===== src/rtl/character_anim_fsm_pkg.sv =====
// character_anim_fsm_pkg: sprite codes and facing constants shared with character_display_controller
package character_anim_fsm_pkg;
  typedef enum logic [2:0] {
    IDLE_DIS_1         = 3'd0,
    IDLE_DIS_2         = 3'd1,
    CHARGE_DIS         = 3'd2,
    JUMP_UP_DIS        = 3'd3,
    JUMP_DOWN_DIS      = 3'd4,
    FALL_TO_GROUND_DIS = 3'd5
  } char_id_e;
  localparam logic signed [1:0] FACE_RIGHT = 2'sb01;
  localparam logic signed [1:0] FACE_LEFT  = 2'sb11;
endpackage


===== src/rtl/character_anim_fsm_frame_debounce.sv =====
// frame_debounce: saturating count of consecutive frame ticks on which level is high
module frame_debounce #(
  parameter int MAX = 2,
  parameter int W   = $clog2(MAX + 1)
) (
  input  logic clk,
  input  logic rst_n,
  input  logic tick,
  input  logic level,
  output logic hit
);
  localparam logic [W-1:0] TOP = W'(MAX);
  logic [W-1:0] cnt_q, cnt_d;
  // hit looks at the post-tick count so a qualifying tick takes effect on that same tick
  always_comb cnt_d = !tick ? cnt_q : !level ? '0 : (cnt_q == TOP) ? cnt_q : cnt_q + 1'b1;
  assign hit = cnt_d == TOP;
  always_ff @(posedge clk) cnt_q <= !rst_n ? '0 : cnt_d;
endmodule


===== src/rtl/character_anim_fsm.sv =====
// character_anim_fsm: turns physics/input status into frame-synchronous sprite id and facing
module character_anim_fsm
  import character_anim_fsm_pkg::*;
#(
  parameter int VEL_WIDTH          = 8,
  parameter int IDLE_TOGGLE_FRAMES = 30,
  parameter int LAND_HOLD_FRAMES   = 8,
  parameter int AIR_DEBOUNCE       = 2
) (
  input  logic                        sys_clk,
  input  logic                        sys_rst_n,
  input  logic                        frame_tick,
  input  logic                        on_ground,
  input  logic                        charging,
  input  logic signed [VEL_WIDTH-1:0] vel_y,
  input  logic                        dir_left,
  input  logic                        dir_right,
  output logic [2:0]                  char_id,
  output logic signed [1:0]           char_face,
  output logic                        char_update
);
  localparam int LW = $clog2(LAND_HOLD_FRAMES) + 1;
  localparam int IW = $clog2(IDLE_TOGGLE_FRAMES) + 1;
  localparam logic [LW-1:0] LAND_LOAD = LW'(LAND_HOLD_FRAMES - 1);
  localparam logic [IW-1:0] IDLE_LAST = IW'(IDLE_TOGGLE_FRAMES - 1);
  char_id_e id_q, id_d;
  logic signed [1:0] face_q, face_d;
  logic [LW-1:0] land_q, land_d;
  logic [IW-1:0] idle_q, idle_d;
  logic upd_q, upd_d;
  logic airborne;
  frame_debounce #(.MAX(AIR_DEBOUNCE)) u_air (
    .clk  (sys_clk),
    .rst_n(sys_rst_n),
    .tick (frame_tick),
    .level(!on_ground),
    .hit  (airborne)
  );
  always_comb begin
    id_d   = id_q;
    face_d = face_q;
    land_d = land_q;
    idle_d = idle_q;
    if (frame_tick) begin
      if (airborne) begin
        id_d = (vel_y < 0) ? JUMP_UP_DIS : JUMP_DOWN_DIS;
      end else begin
        face_d = (dir_right && !dir_left) ? FACE_RIGHT : (dir_left && !dir_right) ? FACE_LEFT : face_q;
        if (id_q == JUMP_UP_DIS || id_q == JUMP_DOWN_DIS) begin
          id_d   = FALL_TO_GROUND_DIS;
          land_d = LAND_LOAD;
        end else if (on_ground && charging) begin
          id_d = CHARGE_DIS;
        end else begin
          case (id_q)
            CHARGE_DIS: begin
              id_d   = charging ? CHARGE_DIS : IDLE_DIS_1;
              idle_d = charging ? idle_q : '0;
            end
            FALL_TO_GROUND_DIS: begin
              id_d   = (land_q == '0) ? IDLE_DIS_1 : FALL_TO_GROUND_DIS;
              land_d = (land_q == '0) ? land_q : land_q - 1'b1;
              idle_d = (land_q == '0) ? '0 : idle_q;
            end
            IDLE_DIS_1, IDLE_DIS_2: begin
              id_d   = (idle_q != IDLE_LAST) ? id_q : (id_q == IDLE_DIS_1) ? IDLE_DIS_2 : IDLE_DIS_1;
              idle_d = (idle_q == IDLE_LAST) ? '0 : idle_q + 1'b1;
            end
            JUMP_UP_DIS, JUMP_DOWN_DIS: id_d = id_q;
            default: begin
              id_d   = IDLE_DIS_1;
              idle_d = '0;
            end
          endcase
        end
      end
    end
    upd_d = frame_tick && (id_d != id_q || face_d != face_q);
  end
  always_ff @(posedge sys_clk) begin
    if (!sys_rst_n) begin
      id_q   <= IDLE_DIS_1;
      face_q <= FACE_RIGHT;
      land_q <= '0;
      idle_q <= '0;
      upd_q  <= 1'b0;
    end else begin
      id_q   <= id_d;
      face_q <= face_d;
      land_q <= land_d;
      idle_q <= idle_d;
      upd_q  <= upd_d;
    end
  end
  assign char_id     = id_q;
  assign char_face   = face_q;
  assign char_update = upd_q;
endmodule

===== config.mk =====
export PLATFORM = sky130hd
export DESIGN_NAME = character_anim_fsm
export DESIGN_NICKNAME = d
export VERILOG_FILES = /design/src/rtl/character_anim_fsm_pkg.sv /design/src/rtl/character_anim_fsm_frame_debounce.sv /design/src/rtl/character_anim_fsm.sv
export SDC_FILE = /design/constraint.sdc
export NUM_CORES = 1
export LEC_CHECK = 0
export CORE_AREA = 2 2 52 54
export DETAILED_ROUTE_END_ITERATION = 12
export DIE_AREA = 0 0 54 56
export DONT_BUFFER_PORTS = 1
export HOLD_SLACK_MARGIN = 0.06
export SETUP_SLACK_MARGIN = 0.3
export SYNTH_ARGS = -nofsm -noshare
export SYNTH_HDL_FRONTEND = slang
export SYNTH_SLANG_ARGS = --single-unit

===== constraint.sdc =====
create_clock -name sys_clk -period 3.8 [get_ports sys_clk]
set_clock_uncertainty 0.15 [all_clocks]
set_input_delay 0.76 -clock sys_clk [delete_from_list [all_inputs] [get_ports sys_clk]]
set_output_delay 0.76 -clock sys_clk [all_outputs]
set_load 0.1 [all_outputs]

# Word level (Yosys, flattened, before mapping)
# Cells that the tools add are included.
word_totals:
  inputBits: 15
  reg_bits: 18
  output_inout_bits: 6
  elab_cells: 69
op_classes:
  addsub: 3
  reduce_logical: 15
  mux: 25
  n_bitwise: 4
  n_lt_le_gt_ge: 1
  eq_ne: 15
ops:
  columns: ["op", "n"]
  rows:
  - ["6-bit case mux with 4 select lines", 1]
  - ["3-bit 2-to-1 mux", 7]
  - ["6-bit 2-to-1 mux", 3]
  - ["2-bit 2-to-1 mux", 8]
  - ["4-bit 2-to-1 mux", 4]
  - ["3-bit case mux with 4 select lines", 1]
  - ["8-bit by 1-bit less-than comparator with 1-bit output (second input constant)", 1]
  - ["2-bit != test (second input constant)", 4]
  - ["7-bit AND reduction", 1]
  - ["6-bit by 1-bit adder with 6-bit output (second input constant)", 1]
  - ["3-bit by 2-bit equality test with 1-bit output (second input constant)", 2]
  - ["3-bit equality test (second input constant)", 2]
  - ["6-bit by 5-bit equality test with 1-bit output (second input constant)", 1]
  - ["6-bit by 5-bit != test with 1-bit output (second input constant)", 1]
  - ["5-bit AND reduction", 1]
  - ["2-bit equality test (second input constant)", 2]
  - ["1-bit logical AND", 4]
  - ["4-bit zero test", 1]
  - ["1-bit inverter", 4]
  - ["2-bit OR reduction", 2]
  - ["4-bit by 1-bit subtractor with 4-bit output (second input constant)", 1]
  - ["3-bit by 1-bit equality test with 1-bit output (second input constant)", 1]
  - ["3-bit zero test", 1]
  - ["3-bit != test", 1]
  - ["6 further kinds", 8]

# Longest topological paths before layout
logic_depth:
  ltp_word: 11
  mapped_depth: 8
  ltp_nobuf: 7

# Hierarchy
# Synthesis repeated with hierarchy kept, for this count alone.
hier_totals:
  hier_cells: 144
  area_unflattened_um2: 1184.9
modules_own_cells:
  columns: ["module", "seq_area_each_um2", "area_each_um2", "instances", "cells_per_inst"]
  rows:
  - ["character_anim_fsm", 320.3, 1073.5, 1, 131]
  - ["frame_debounce", 40.0, 111.4, 1, 13]

# Least setup slack after synthesis
# OpenSTA, ideal clock, no wires.
synth_path:
  path_kind: "register -> register"
  start: "reg id_q[0] (netlist: char_id[0])"
  end: "reg idle_q[3]"
  required_ps: 3580
  n_path_buf: 2
  stages_incl_launch_ff: 8
  arrival_time_ps: 2234
  path_slack_ps: 1346
  setup_ps: 70
  synth_period_minus_slack_ps: 2454
  path_cell_list: "dfxtp_1 -> buf_2 -> nor3b_1 -> o21ai_2 -> nand4_4 -> buf_6 -> or3_1 -> a21oi_1"
synth_via:
  elab_chain_len: 4
  elab_cells_between_ends: 15
  cone_classes: "eq/ne: 7; mux: 1; bitwise: 2; reduce/logical: 5"
synth_lines:
  columns: ["element", "line", "source"]
  rows:
  - ["from (decl)", "character_anim_fsm.sv:26", "char_id_e id_q, id_d;"]
  - ["from (signal assigned)", "character_anim_fsm.sv:88", "id_q <= id_d;"]
  - ["3-bit by 2-bit equality test with 1-bit output / 3-bit equality test (equally long branches)", "character_anim_fsm.sv:49, character_anim_fsm.sv:55", null]
  - ["2-bit OR reduction / 1-bit logical OR (equally long branches)", "character_anim_fsm.sv:55, character_anim_fsm.sv:49", null]
  - ["1-bit inverter (no line)", null, null]
  - ["7-bit AND reduction (no line)", null, null]
  - ["to (signal assigned)", "character_anim_fsm.sv:91", "idle_q <= idle_d;"]
  - ["to (decl)", "character_anim_fsm.sv:29", "logic [IW-1:0] idle_q, idle_d;"]
# Several ways; a longest one is shown, not always the timed one.
# A chain may end at the register's enable or synchronous reset.

# Worst setup path in the final report
layout_path:
  start: "reg u_air.cnt_q[0]"
  end: "reg idle_q[5]"
layout_via:
  elab_chain_len: 7
  elab_cells_between_ends: 8
  cone_classes: "add/sub: 1; eq/ne: 2; mux: 3; bitwise: 1; reduce/logical: 1"
layout_lines:
  columns: ["element", "line", "source"]
  rows:
  - ["from (decl)", "character_anim_fsm_frame_debounce.sv:13", "logic [W-1:0] cnt_q, cnt_d;"]
  - ["from (signal assigned)", "character_anim_fsm_frame_debounce.sv:17", "always_ff @(posedge clk) cnt_q <= !rst_n ? '0 : cnt_d;"]
  - ["2-bit by 1-bit adder with 2-bit output / 2-bit equality test (equally long branches)", "character_anim_fsm_frame_debounce.sv:15", "always_comb cnt_d = !tick ? cnt_q : !level ? '0 : (cnt_q == TOP) ? cnt_q : cnt_q + 1'b1;"]
  - ["2-bit 2-to-1 mux (2 in a row)", "character_anim_fsm_frame_debounce.sv:15", null]
  - ["2-bit 2-to-1 mux (*)", "character_anim_fsm_frame_debounce.sv:15", null]
  - ["2-bit equality test (*)", "character_anim_fsm_frame_debounce.sv:16", "assign hit = cnt_d == TOP;"]
  - ["1-bit inverter (no line) (*)", null, null]
  - ["7-bit AND reduction (no line) (*)", null, null]
# Every way passes the cells marked *; elsewhere a longest branch is shown, timed or not.

==> impl_metrics.json <==
{
  "ctsResizeCount": 0,
  "cellInternalPower_uw": 273.1,
  "grt_max_degree": 17,
  "rows": 18,
  "port_buffers": 0,
  "worstPathRequired_ps": 3870,
  "syn_nets": 165,
  "core-area_um2": 2432,
  "synth_edf_count": 0,
  "die_w_um": 54,
  "routabilityCongestion": 0.7893,
  "ios": 21,
  "power.net_switching_uw": 109.3,
  "syn_area_um2": 1197,
  "setup_violations": 0,
  "die-height_um": 56,
  "power_density_nw_per_um2": 306.8,
  "timing.final.crit_share_pct": 61.43,
  "cp-start-kind": "register",
  "setup_tns_ps": 0,
  "power.clock.fraction_pct": 30.8,
  "start_util_pct": 49.23,
  "wl_mm": 2.611,
  "cts_htree_levels": 1,
  "place_area_um2": 1210,
  "ys_seq_elements": 18,
  "grt_pass1_vias": 984,
  "clk_pin_slew_ps": 110,
  "layout_commonest_cell": "dfxtp_1",
  "post_drt_via_cell_ratio": 6.074,
  "path_cells": "inv_1 -> ha_1 -> or3b_4 -> and2_4 -> nand4_4 -> or4_1 -> a21oi_1",
  "swShare_pct": 28.59,
  "critPathKind": "reg -> reg",
  "mostFrequentLayoutCells": "dfxtp_1 (18), a21oi_1 (13), nand2_1 (12)",
  "cap_violations": 0,
  "grtUsageTotal_pct": 18.76,
  "period_needed_ps": 2334,
  "grt_remaining_overflow": 0,
  "vias": 1069,
  "die-area_um2": 3024,
  "final_antenna_net_count": 0,
  "clockRootBuffer": "clkbuf_4",
  "status": "finished clean",
  "worstMarginPinSlew_ps": 1037,
  "fmax_ghz": 0.4284,
  "whs_ps": 351.7,
  "cts-buffers-inserted": 3,
  "nets": 166,
  "async_flop_share_pct": 0,
  "yosysSeqAreaShare_pct": 30.09,
  "hold_violations": 0,
  "post-place-ws_ps": 1499,
  "endpoint_kind": "register",
  "slowest_delay_ps": 520,
  "dp_hpwl_mm": 1.907,
  "ir_drop_uv": 196.6,
  "antenna_found_initial": 0,
  "timing.final.ws_setup_ps": 1466,
  "worstPathMaxFanout": 12,
  "n_antenna_cell": 0,
  "ctsHoldBuffers": 0,
  "cts.path.max_buffers": 2,
  "drc_errors": 0,
  "syn_inst": 146,
  "synth_top_area_cell": "dfxtp_1",
  "cts_tree": "built",
  "post_cts_buffers": 0,
  "min_path_cells": 2,
  "grt_pass1_wl_mm": 4.367,
  "drt_iter0_markers": 23,
  "reg2reg_depth": 7,
  "seqPwrFrac_pct": 55.2,
  "areaGrowthSynthToFinish_pct": 4.076,
  "drt-pass1-iter-count": 4,
  "synth_top_area_share_pct": 30.09,
  "synth.area.top_cells": "dfxtp_1 (30%), a21oi_1 (5.4%), ha_1 (4.2%), nand2_1 (3.8%), nor3b_1 (3.1%)",
  "cts_sinks": 18,
  "avgSynthCellArea_um2": 8.201,
  "slew_viol_final": 0,
  "ys.warnings.count": 0,
  "leakage_uw": 0.0004573,
  "slew_headroom_pct": 30.79,
  "crit_slowest_cell": "or4_1",
  "drive_gt1_share_pct": 12.33,
  "avgRoutedWirePerCell_um": 14.84,
  "holdCritPathClass": "reg -> reg",
  "combinationalPowerShare_pct": 14.0,
  "synth_ff_type": "dfxtp_1",
  "final_cell_area_um2": 1246,
  "cp.arrival_ps": 2410,
  "clkLatencyLatePin_ps": 290,
  "rsz0062_at_grt": "false",
  "synth_cell_types": 47
}
## synth_stat cells (3+ instances only)
master / count
a21oi_1: 13
and2_1: 3
dfxtp_1: 18
ha_1: 4
inv_1: 8
nand2_1: 12
nand3_1: 5
nand3b_1: 3
nor2_1: 9
nor3b_1: 5
nor4_1: 3
o21ai_0: 7
o21ai_2: 3
o31ai_1: 3
or3_1: 3
or4_1: 3
xor2_1: 4
## state kept, by name (all words and copies together), names as in the netlist
signal and cells:
char_update 1, char_id 3, idle_q 6, u_air.cnt_q 2, char_face 2, land_q 4
## logic make-up (layout without fill, tap and decap cells)
kind of cell / after synthesis / after routing / synth area share, %
buf+inv: 15 / 15 / 6.479
simple gates: 61 / 61 / 31.03
compound gates: 43 / 43 / 24.56
xor+xnor: 5 / 5 / 3.657
fa+ha+maj: 4 / 4 / 4.180
flops: 18 / 18 / 30.09
## final timing paths
kind	startpoint	to	slack [ps]
worst max-delay path	u_air.cnt_q[0]	idle_q[5]	1470
worst min-delay path	u_air.cnt_q[1]	u_air.cnt_q[1]	350
worst max register to register	u_air.cnt_q[0]	idle_q[5]	1470
worst min register to register	u_air.cnt_q[1]	u_air.cnt_q[1]	350
## worst max-delay path, delay by kind of cell (launching register included)
kind                       cells  cell delay, ps
AOI/OAI and AO/OA              1             170
adders and majority gates      1             340
buffers and inverters          1              60
DFF                            1             350
and+or+nand+nor                4            1210
## per-layer routing
layer | vias to the layer above | track usage [%] | part of all wire (%) | wire length [um]
li1 | 534 | - | - | -
met1 | 496 | 26.32 | 49 | 1267
met2 | 33 | 26.83 | 43 | 1125
met3 | 6 | 5.108 | 7.0 | 184
met4 | 0 | 7.143 | 1.3 | 34
met5 | - | 0 | 0 | 0
## layout make-up
type | count | area [um^2]
well taps | 30 | 37.54
fillers | 241 | 1186
multi-input cells | 113 | 759.5
repair buffers | 3 | 22.52
inverters | 8 | 30.03
flip-flops and latches | 18 | 360.3
clock buffers | 4 | 36.28
## per-stage QoR
step	std cells	power [uW]	util, %
floorplan	146	264.8	-
global placement	172	266.9	49.74
detailed placement	172	268.5	49.74
CTS	176	389.9	51.23
global route	176	401.0	51.23
finish	176	382.4	51.23
## power by group through the flow
stage / Combinational [uW] / Clock (uW) / Sequential [uW]
global placement: 51.9 / 0 / 215
CTS: 53.7 / 125 / 211
floorplan: 43.3 / 0 / 222
global route: 59.4 / 129 / 212
detailed placement: 53.3 / 0 / 215
finish: 53.7 / 118 / 211
Note: power is estimated with default switching activity, not from simulation.
